## src/rtl/sobol_rng_mc.sv

```systemverilog
// Multi-channel Sobol sequence generator: shared index counter, LSZ search,
// and a run-time loadable direction-vector table per dimension.
module sobol_rng_mc #(
  parameter int BITWIDTH    = 8,
  parameter int LOGBITWIDTH = $clog2(BITWIDTH),
  parameter int DIMS        = 2,
  parameter int DIMW        = (DIMS > 1) ? $clog2(DIMS) : 1
) (
  input  logic                     clk,
  input  logic                     rst,
  input  logic                     iEn,
  input  logic                     iClr,
  input  logic                     iDvLoad,
  input  logic [DIMW-1:0]          iDvDim,
  input  logic [LOGBITWIDTH-1:0]   iDvIdx,
  input  logic [BITWIDTH-1:0]      iDvData,
  output logic [DIMS*BITWIDTH-1:0] oSobol,
  output logic                     oValid,
  output logic [LOGBITWIDTH-1:0]   oLszIdx,
  output logic                     oWrap
);

  logic [BITWIDTH-1:0]            cnt_q;
  logic [DIMS-1:0][BITWIDTH-1:0]  x_q, x_d;
  logic [BITWIDTH-1:0]            dv_q [DIMS][BITWIDTH];
  logic                           valid_q;
  logic [LOGBITWIDTH-1:0]         lsz_q, lsz_d;
  logic                           wrap_q;
  logic                           cnt_full;
  logic                           dv_wr_ok;

  // Scan from the top so the lowest zero bit wins; all-ones falls back to the MSB index.
  always_comb begin
    lsz_d = LOGBITWIDTH'(BITWIDTH - 1);
    for (int i = BITWIDTH - 1; i >= 0; i--) begin
      if (!cnt_q[i]) lsz_d = LOGBITWIDTH'(i);
    end
  end

  assign cnt_full = &cnt_q;

  always_comb begin
    x_d = x_q;
    for (int d = 0; d < DIMS; d++) begin
      x_d[d] = x_q[d] ^ dv_q[d][lsz_d];
    end
  end

  always_ff @(posedge clk or posedge rst) begin
    if (rst) begin
      cnt_q   <= '0;
      x_q     <= '0;
      valid_q <= 1'b0;
      lsz_q   <= '0;
      wrap_q  <= 1'b0;
    end else if (iClr) begin
      cnt_q   <= '0;
      x_q     <= '0;
      valid_q <= 1'b0;
      lsz_q   <= '0;
      wrap_q  <= 1'b0;
    end else if (iEn) begin
      valid_q <= 1'b1;
      lsz_q   <= lsz_d;
      if (cnt_full) begin
        cnt_q  <= '0;
        x_q    <= '0;
        wrap_q <= 1'b1;
      end else begin
        cnt_q  <= cnt_q + BITWIDTH'(1);
        x_q    <= x_d;
        wrap_q <= 1'b0;
      end
    end else begin
      wrap_q <= 1'b0;
    end
  end

  assign dv_wr_ok = (32'(iDvDim) < 32'(DIMS)) && (32'(iDvIdx) < 32'(BITWIDTH));

  // Table reset is van der Corput; advances read the pre-edge value, so same-cycle writes land after use.
  always_ff @(posedge clk or posedge rst) begin
    if (rst) begin
      for (int d = 0; d < DIMS; d++) begin
        for (int k = 0; k < BITWIDTH; k++) begin
          dv_q[d][k] <= BITWIDTH'(1) << (BITWIDTH - 1 - k);
        end
      end
    end else if (iDvLoad && dv_wr_ok) begin
      dv_q[iDvDim][iDvIdx] <= iDvData;
    end
  end

  assign oSobol  = x_q;
  assign oValid  = valid_q;
  assign oLszIdx = lsz_q;
  assign oWrap   = wrap_q;

endmodule
```

## config.mk

```make
export PLATFORM = sky130hd
export DESIGN_NAME = sobol_rng_mc
export DESIGN_NICKNAME = d
export VERILOG_FILES = /design/src/rtl/sobol_rng_mc.sv
export SDC_FILE = /design/constraint.sdc
export NUM_CORES = 1
export LEC_CHECK = 0
export BUFFER_PORTS_ARGS = -buffer_cell sky130_fd_sc_hd__buf_2
export CAP_MARGIN = 25
export CORE_MARGIN = 2
export CORE_UTILIZATION = 56
export CTS_CLUSTER_SIZE = 14
export DETAILED_ROUTE_END_ITERATION = 10
export PLACE_DENSITY = 0.86
export SYNTH_ARGS = -nofsm -noshare
export SYNTH_HDL_FRONTEND = slang
export SYNTH_SLANG_ARGS = --single-unit
```

## constraint.sdc

```tcl
create_clock -name clk -period 5.4 [get_ports clk]
set_clock_uncertainty 0.2 [all_clocks]
set_input_delay 0.81 -clock clk [delete_from_list [all_inputs] [get_ports clk]]
set_output_delay 0.81 -clock clk [all_outputs]
set_load 0.02 [all_outputs]
```

==> results of run 1 <==
[flip-flops by register name, summed over array words and instances, names as in the netlist]
register,count
dv_q,128
oWrap,1
oLszIdx,3
cnt_q,8
oValid,1
oSobol,16
[Yosys cell counts (all sizes together), types with 17 or more instances]
master	number	share of area
a21oi	52	0.035
nand4	19	0.017
a31oi	34	0.028
dfrtp	141	0.45
clkbuf	25	0.013
o31ai	32	0.037
o21ai	40	0.031
nor2	23	0.011
nor3b	17	0.017
o21a	17	0.016
mux2	128	0.19
nand3b	20	0.019
buf	31	0.025
inv	21	0.010
[final timing paths]
check | cells after the start | to
min | 2 | dv_q[121]
max | 6 | oSobol[2]
min reg2reg | 1 | cnt_q[7]
max in group asynchronous | 4 | dv_q[45]
min in group clk | 1 | cnt_q[7]
max reg2reg | 6 | oSobol[2]
[kinds of logic (layout without fill, tap and decap cells)]
group / Yosys count / in the layout / synth area share
compound gates: 193 / 193 / 0.168
xor+xnor: 2 / 2 / 0.00225
fa+ha+maj: 1 / 1 / 0.00161
buf+inv: 77 / 99 / 0.0473
flops: 157 / 157 / 0.508
mux: 131 / 131 / 0.189
simple gates: 105 / 105 / 0.0834
[layout make-up]
| cell class | instances | area, sq um |
|---|---|---|
| fill | 1052 | 5140 |
| sequential | 157 | 3950 |
| multi-input combinational | 432 | 3460 |
| clock buffer | 20 | 447 |
| timing repair buffer | 46 | 273 |
| tap | 180 | 225 |
| clock inverter | 12 | 145 |
| inverter | 21 | 83.8 |
[metal layers]
| layer | GRT usage | up-vias | routed length (um) |
|---|---|---|---|
| li1 | - | 2467 | - |
| met1 | 0.361 | 2945 | 7980 |
| met2 | 0.462 | 290 | 9690 |
| met3 | 0.0604 | 47 | 1390 |
| met4 | 0.130 | 0 | 609 |
| met5 | 0 | - | 0 |
[power breakdown]
part	switching [uW]	total (uW)	internal (uW)
Sequential	148	1590	1440
Clock	480	1210	734
Combinational	258	517	260
Total	886	3320	2430
[stage by stage]
step	hold WS [ns]	power, uW
floorplan	0.253	1950
detailed placement	0.278	2110
global route	0.0959	3440
global placement	0.271	2060
CTS	0.288	3320
finish	0.0882	3320
==> qor.txt, run 1 <==
CP cell instances - nand2_1 > a21oi_4 > nor3b_1 > o31ai_1 > a31oi_1 > o21ai_1
FP Rows - 43
commonest non-fill, non-tap cells in the layout - 141 x dfrtp_1, 99 x mux2_2, 51 x a21oi_1
DP Area - 7960 sq um
post-route minimum period - 3.09 ns
crit-path max cell delay - 0.93 ns
Final HPWL DP - 11.9 mm
CTS clk-pin slew, worst paths - 0.06 ns
vias - 5749
post-placement cell count - 835
CTS tree - built
hold_buf cts - 0
CP max-delay cell - dfrtp_1
critical path arrival - 3.24 ns
global-route total usage across every layer - 0.282
PortBufs - 37
cts bufs inserted - 17
Routed Wire Length - 19.7 mm
pre-CTS setup slack - 2.40 ns
Critical R2R Launch - cnt_q[3]
Leak - 0.00358 uW
Final Hold Viols - 0
status - complete, no violations
ANT cells - 0
crit path capture type - flop
Pwr Density - 387 nW/um^2
max frequency - 324 MHz
post-synthesis sequential area ratio - 0.508
Yosys cell types - 42
I/O Pins - 38
crit path from - cnt_q[3]
DR pass1 iterations - 7
RSZ-0062 raised after global routing - false
PostCTS Resize Cnt - 0
Final period util - 0.572
synthesized instance count - 666
Final Instance Area - 8580 sq um
Post-synth EDFFs - 0
Async S/R FF share, synth - 1.00
wire per inst - 22.7 um
Slew Viols, Final - 0
yosys warns - 0
routed vias/inst - 6.62
antenna-violating nets left - 0
Overflow after GRT - 0
worst-case clock buffer depth - 2
Synth Cell Area - 7770 sq um
VDD IR-drop max - 223 uV
antenna violations before repair - 0
number of clock sinks - 157
Core Region - 13700 sq um
# Max-Cap Violations - 0
FF-to-FF setup slack - 2.31 ns
DIE AREA - 14800 sq um
DRC - 0
largest net degree at the start of global routing - 118
share of cells above drive strength 1 - 0.320
most common cell after layout, fill and taps aside - dfrtp_1
vias in the first global route - 6001
max_slew headroom - 0.325
root buffer cell - clkbuf_16
Most used DFF post-synth - dfrtp_1
syn nets - 684
H-tree Lvls - 4
Die Span X - 122 um
#FFs+latches synth - 157
final core utilization - 0.625
Initial Util - 0.567
Worst Tran Pin Value - 1.01 ns
endpoints failing setup - 0
Final nets - 693
Die H - 122 um
worst-path maximum fanout - 33
area grow syn2layout - 10.4%
CP Buf/Inv Count - 0
Placer Congestion - 0.859
synthesized area per cell - 11.7 sq um
Final WS setup - 2.31 ns
fin cells - 868
clk_lat worst skew - 0.43 ns
setup bufs post-CTS - 0
first-pass GRT wire length - 31.9 mm
Critical Path RT - 5.55 ns
setup TNS - 0 ns
DRT iter0 DRCs - 583
CP Class - flop to flop
Top Family by Delay on Critical Path - compound AO/OA/AOI/OAI gates
CP Launch Type - flop
Min-Delay Path Class - primary input to async pin
Power figures use the tool's default switching activity.
==> run 2, diff against run 1 <==
Settings changed: CORE_UTILIZATION 56 to 61, PLACE_DENSITY 0.86 to 0.88.
Clock period 5.4 ns to 3.24 ns, I/O delays scaled along.
==> qor.txt, run 2 (same netlist as run 1, synthesis figures left out) <==
Internal Power - 4170 uW
switching portion of total power - 0.259
first-pass GRT wire length - 31.4 mm
Min-Delay Path Class - primary input to async pin
register area - 3950 sq um
Final period util - 0.798
FP Rows - 41
commonest non-fill, non-tap cells in the layout - 141 x dfrtp_1, 99 x mux2_2, 51 x a21oi_1
Final nets - 699
Final HPWL DP - 12.7 mm
CP Class - flop to flop
combinational fraction of design power - 0.157
Slew Viols, Final - 0
max_slew headroom - 0.396
DRT iter0 DRCs - 549
antenna violations before repair - 0
DIE AREA - 13700 sq um
PostCTS Resize Cnt - 0
clk_lat worst skew - 0.43 ns
Fill cells - 869
post-route minimum period - 2.59 ns
number of clock sinks - 157
Critical R2R Launch - cnt_q[3]
root buffer cell - clkbuf_16
Leak - 0.00364 uW
post-placement cell count - 834
Design Power - 5630 uW
wire per inst - 22.8 um
cts bufs inserted - 17
DR pass1 iterations - 6
Final Hold Viols - 0
Pwr Density - 649 nW/um^2
worst-path maximum fanout - 23
routing usage on met2 - 0.497
Placer Congestion - 0.849
global-route total usage across every layer - 0.311
setup bufs post-CTS - 0
DRC - 0
vias - 5786
vias in the first global route - 5942
ANT cells - 0
share of cells above drive strength 1 - 0.318
Worst Tran Pin Value - 0.902 ns
crit path capture type - flop
status - complete, no violations
Critical Path RT - 3.39 ns
Top Usage Layer GRT - met2
Routed Wire Length - 19.7 mm
Initial Util - 0.621
largest net degree at the start of global routing - 49
final core utilization - 0.692
VDD IR-drop max - 604 uV
Die Span X - 117 um
CTS tree - built
RSZ-0062 raised after global routing - false
FF-to-FF setup slack - 0.65 ns
met1 global-route usage - 0.390
antenna-violating nets left - 0
Overflow after GRT - 0
CTS clk-pin slew, worst paths - 0.06 ns
PortBufs - 37
most common cell after layout, fill and taps aside - dfrtp_1
Reg power frac - 0.471
number of flip-flops under the largest register name - 128
Clock power frac - 0.372
# Max-Cap Violations - 0
cell count of the worst reg-to-reg path - 7
fin cells - 866
worst-case clock buffer depth - 2
H-tree Lvls - 4
area grow syn2layout - 11.5%
Multi-input gate area - 3460 sq um
hold_buf cts - 0
setup TNS - 0 ns
max frequency - 387 MHz
Core Region - 12500 sq um
reg2reg end - oSobol[9]
critical path arrival - 2.74 ns
global-route met3 utilization - 0.0850
I/O Pins - 38
switching pwr - 1460 uW
endpoints failing setup - 0
routed vias/inst - 6.68
CP Launch Type - flop
Die H - 117 um
most flop-heavy register - dv_q
==> run 2: worst max path at each step <==
stage / from / endpoint / cells past startpoint
2_1_floorplan: rst / cnt_q[0] / 1
3_3_place_gp: cnt_q[3] / oSobol[15] / 7
3_5_place_dp: cnt_q[3] / oSobol[9] / 7
4_1_cts: cnt_q[3] / oSobol[9] / 7
5_1_grt: cnt_q[3] / oSobol[9] / 7
6_report: cnt_q[3] / oSobol[9] / 7
==> run 2: worst max-delay path, stage by stage (launching register included) <==
cell and delay [ns]:
dfrtp_1 0.56, nand2_1 0.15, a21oi_4 0.53, buf_4 0.31, nor3b_1 0.07, o31ai_1 0.35
a31oi_1 0.17, o21ai_2 0.17
==> run 2: layout make-up <==
| type | count | area share |
|---|---|---|
| flip-flops and latches | 157 | 0.456 |
| multi-input cells | 432 | 0.399 |
| clock buffers | 26 | 0.0553 |
| repair buffers | 52 | 0.0401 |
| well taps | 172 | 0.0248 |
| clock inverters | 6 | 0.0155 |
| inverters | 21 | 0.00953 |
==> run 2: stage by stage <==
| stage | worst slack (ns) | hold slack (ns) | cell area (sq um) |
|---|---|---|---|
| 2_1_floorplan | 0.580 | 0.253 | 7780 |
| 3_3_place_gp | 0.857 | 0.269 | 8050 |
| 3_5_place_dp | 0.733 | 0.282 | 8050 |
| 4_1_cts | 0.715 | 0.0454 | 8660 |
| 5_1_grt | 0.555 | 0.0892 | 8660 |
| 6_report | 0.654 | 0.0254 | 8660 |
==> run 2: per-layer routing <==
layer | routed length, um | up-vias
li1 | - | 2488
met1 | 7710 | 2895
met3 | 1810 | 67
met5 | 0 | -
met4 | 855 | 0
met2 | 9380 | 336
==> run 2: power groups by stage <==
| stage | Combinational, uW | Sequential, uW | Clock [uW] |
|---|---|---|---|
| detailed placement | 878 | 2670 | 0 |
| CTS | 885 | 2640 | 2110 |
| global route | 958 | 2690 | 2200 |
| finish | 885 | 2650 | 2090 |
| floorplan | 630 | 2620 | 0 |
| global placement | 828 | 2640 | 0 |
==> run 3, diff against run 2 <==
Clock period 3.24 ns to 2.5 ns, I/O delays scaled along.
==> qor.txt, run 3 (same netlist as run 1, synthesis figures left out) <==
antenna violations before repair - 0
Leak - 0.00369 uW
DRC - 0
CP Class - flop to flop
setup bufs post-CTS - 0
area grow syn2layout - 12.3%
Final Instance Area - 8730 sq um
post-placement cell count - 848
I/O Pins - 38
Pwr Density - 816 nW/um^2
Initial Util - 0.621
Final period util - 0.946
PostCTS Resize Cnt - 0
first-pass GRT wire length - 32.8 mm
ANT cells - 0
antenna-violating nets left - 0
max frequency - 423 MHz
max_slew headroom - 0.542
critical path arrival - 2.48 ns
endpoints failing setup - 0
setup TNS - 0 ns
reg2reg end - oSobol[7]
Critical Path RT - 2.62 ns
Reg power frac - 0.481
DRT iter0 DRCs - 584
worst-case clock buffer depth - 2
Placer Congestion - 0.847
Fill cells - 866
worst setup path end - oSobol[7]
most common cell after layout, fill and taps aside - dfrtp_1
Clock power frac - 0.355
Internal Power - 5220 uW
vias - 5969
# Max-Cap Violations - 0
global-route total usage across every layer - 0.324
post-route minimum period - 2.36 ns
worst-path maximum fanout - 10
switching pwr - 1900 uW
share of cells above drive strength 1 - 0.334
pre-CTS setup slack - 0.261 ns
Core Region - 12500 sq um
VDD IR-drop max - 667 uV
wire per inst - 23.3 um
Slew Viols, Final - 0
commonest non-fill, non-tap cells in the layout - 141 x dfrtp_1, 99 x mux2_2, 51 x a21oi_1
RSZ-0062 raised after global routing - false
DP Area - 8140 sq um
DR pass1 iterations - 5
crit path capture type - flop
Final nets - 714
H-tree Lvls - 4
Critical R2R Launch - cnt_q[4]
CTS clk-pin slew, worst paths - 0.06 ns
crit path from - cnt_q[4]
Min-Delay Path Class - primary input to flop
Final HPWL DP - 12.9 mm
Design Power - 7120 uW
CTS tree - built
root buffer cell - clkbuf_16
most flop-heavy register - dv_q
number of clock sinks - 157
Routed Wire Length - 20.5 mm
hold_buf cts - 1
CP Launch Type - flop
PortBufs - 37
routed vias/inst - 6.78
largest net degree at the start of global routing - 90
DIE AREA - 13700 sq um
vias in the first global route - 6137
Die H - 117 um
number of flip-flops under the largest register name - 128
FF-to-FF setup slack - 0.14 ns
Final Hold Viols - 0
cell count of the worst reg-to-reg path - 7
clk_lat worst skew - 0.43 ns
fin cells - 881
Final WS setup - 0.135 ns
status - complete, no violations
combinational fraction of design power - 0.164
Die Span X - 117 um
switching portion of total power - 0.267
Overflow after GRT - 0
cts bufs inserted - 17
Worst Tran Pin Value - 0.684 ns
FP Rows - 41
run 3: cell count changes in the layout (fill, tap and decap cells not counted), moves of 2 or more:
cell,previous run,this run
clkinv_2,1,4
bufinv_16,4,2
buf_4,11,26
clkbuf_1,7,5
run 3: power groups by stage:
stage / logic [uW] / registers, uW / clock network, uW
final: 1170 / 3430 / 2530
after detailed placement: 1150 / 3450 / 0
after CTS: 1170 / 3420 / 2540
after global placement: 1090 / 3400 / 0
after floorplan: 817 / 3390 / 0
after global routing: 1250 / 3480 / 2680
run 3: layer usage:
metal	vias to the layer above	share of wire	routed length, um	global-route usage
met2	361	0.48	9780	0.511
met4	0	0.054	1100	0.192
li1	2517	-	-	-
met1	3003	0.39	7990	0.409
met5	-	0	0	0
met3	88	0.081	1670	0.0783
run 3: final cells by class:
| cell class | count | area, sq um | share of cell area |
|---|---|---|---|
| well taps | 172 | 215 | 0.0247 |
| clock buffers | 25 | 485 | 0.0556 |
| multi-input cells | 432 | 3460 | 0.396 |
| inverters | 21 | 82.6 | 0.00946 |
| clock inverters | 7 | 87.6 | 0.0100 |
| repair buffers | 67 | 450 | 0.0516 |
| flip-flops and latches | 157 | 3950 | 0.452 |
run 3: how the worst min path moves through the flow:
stage	start	end	depth (start not counted)
after floorplan	cnt_q[7]	cnt_q[7]	1
after global placement	oValid	oValid	2
after detailed placement	dv_q[114]	dv_q[114]	1
after CTS	iClr	oLszIdx[0]	2
after global routing	iClr	oLszIdx[2]	2
final	iClr	oLszIdx[0]	2
run 3: per-stage QoR:
stage / hold slack, ns / util
5_1_grt: 0.0746 / 0.697
3_5_place_dp: 0.281 / 0.651
2_1_floorplan: 0.253 / -
3_3_place_gp: 0.268 / 0.651
6_report: 0.0701 / 0.697
4_1_cts: 0.0576 / 0.697
run 3: critical path: stages, from the launching register on:
cell and delay (ns):
dfrtp_1 0.56, nand2b_1 0.31, buf_4 0.24, nand4_1 0.15, a31oi_1 0.30, o31ai_1 0.16, a31oi_1 0.25, o21ai_2 0.07
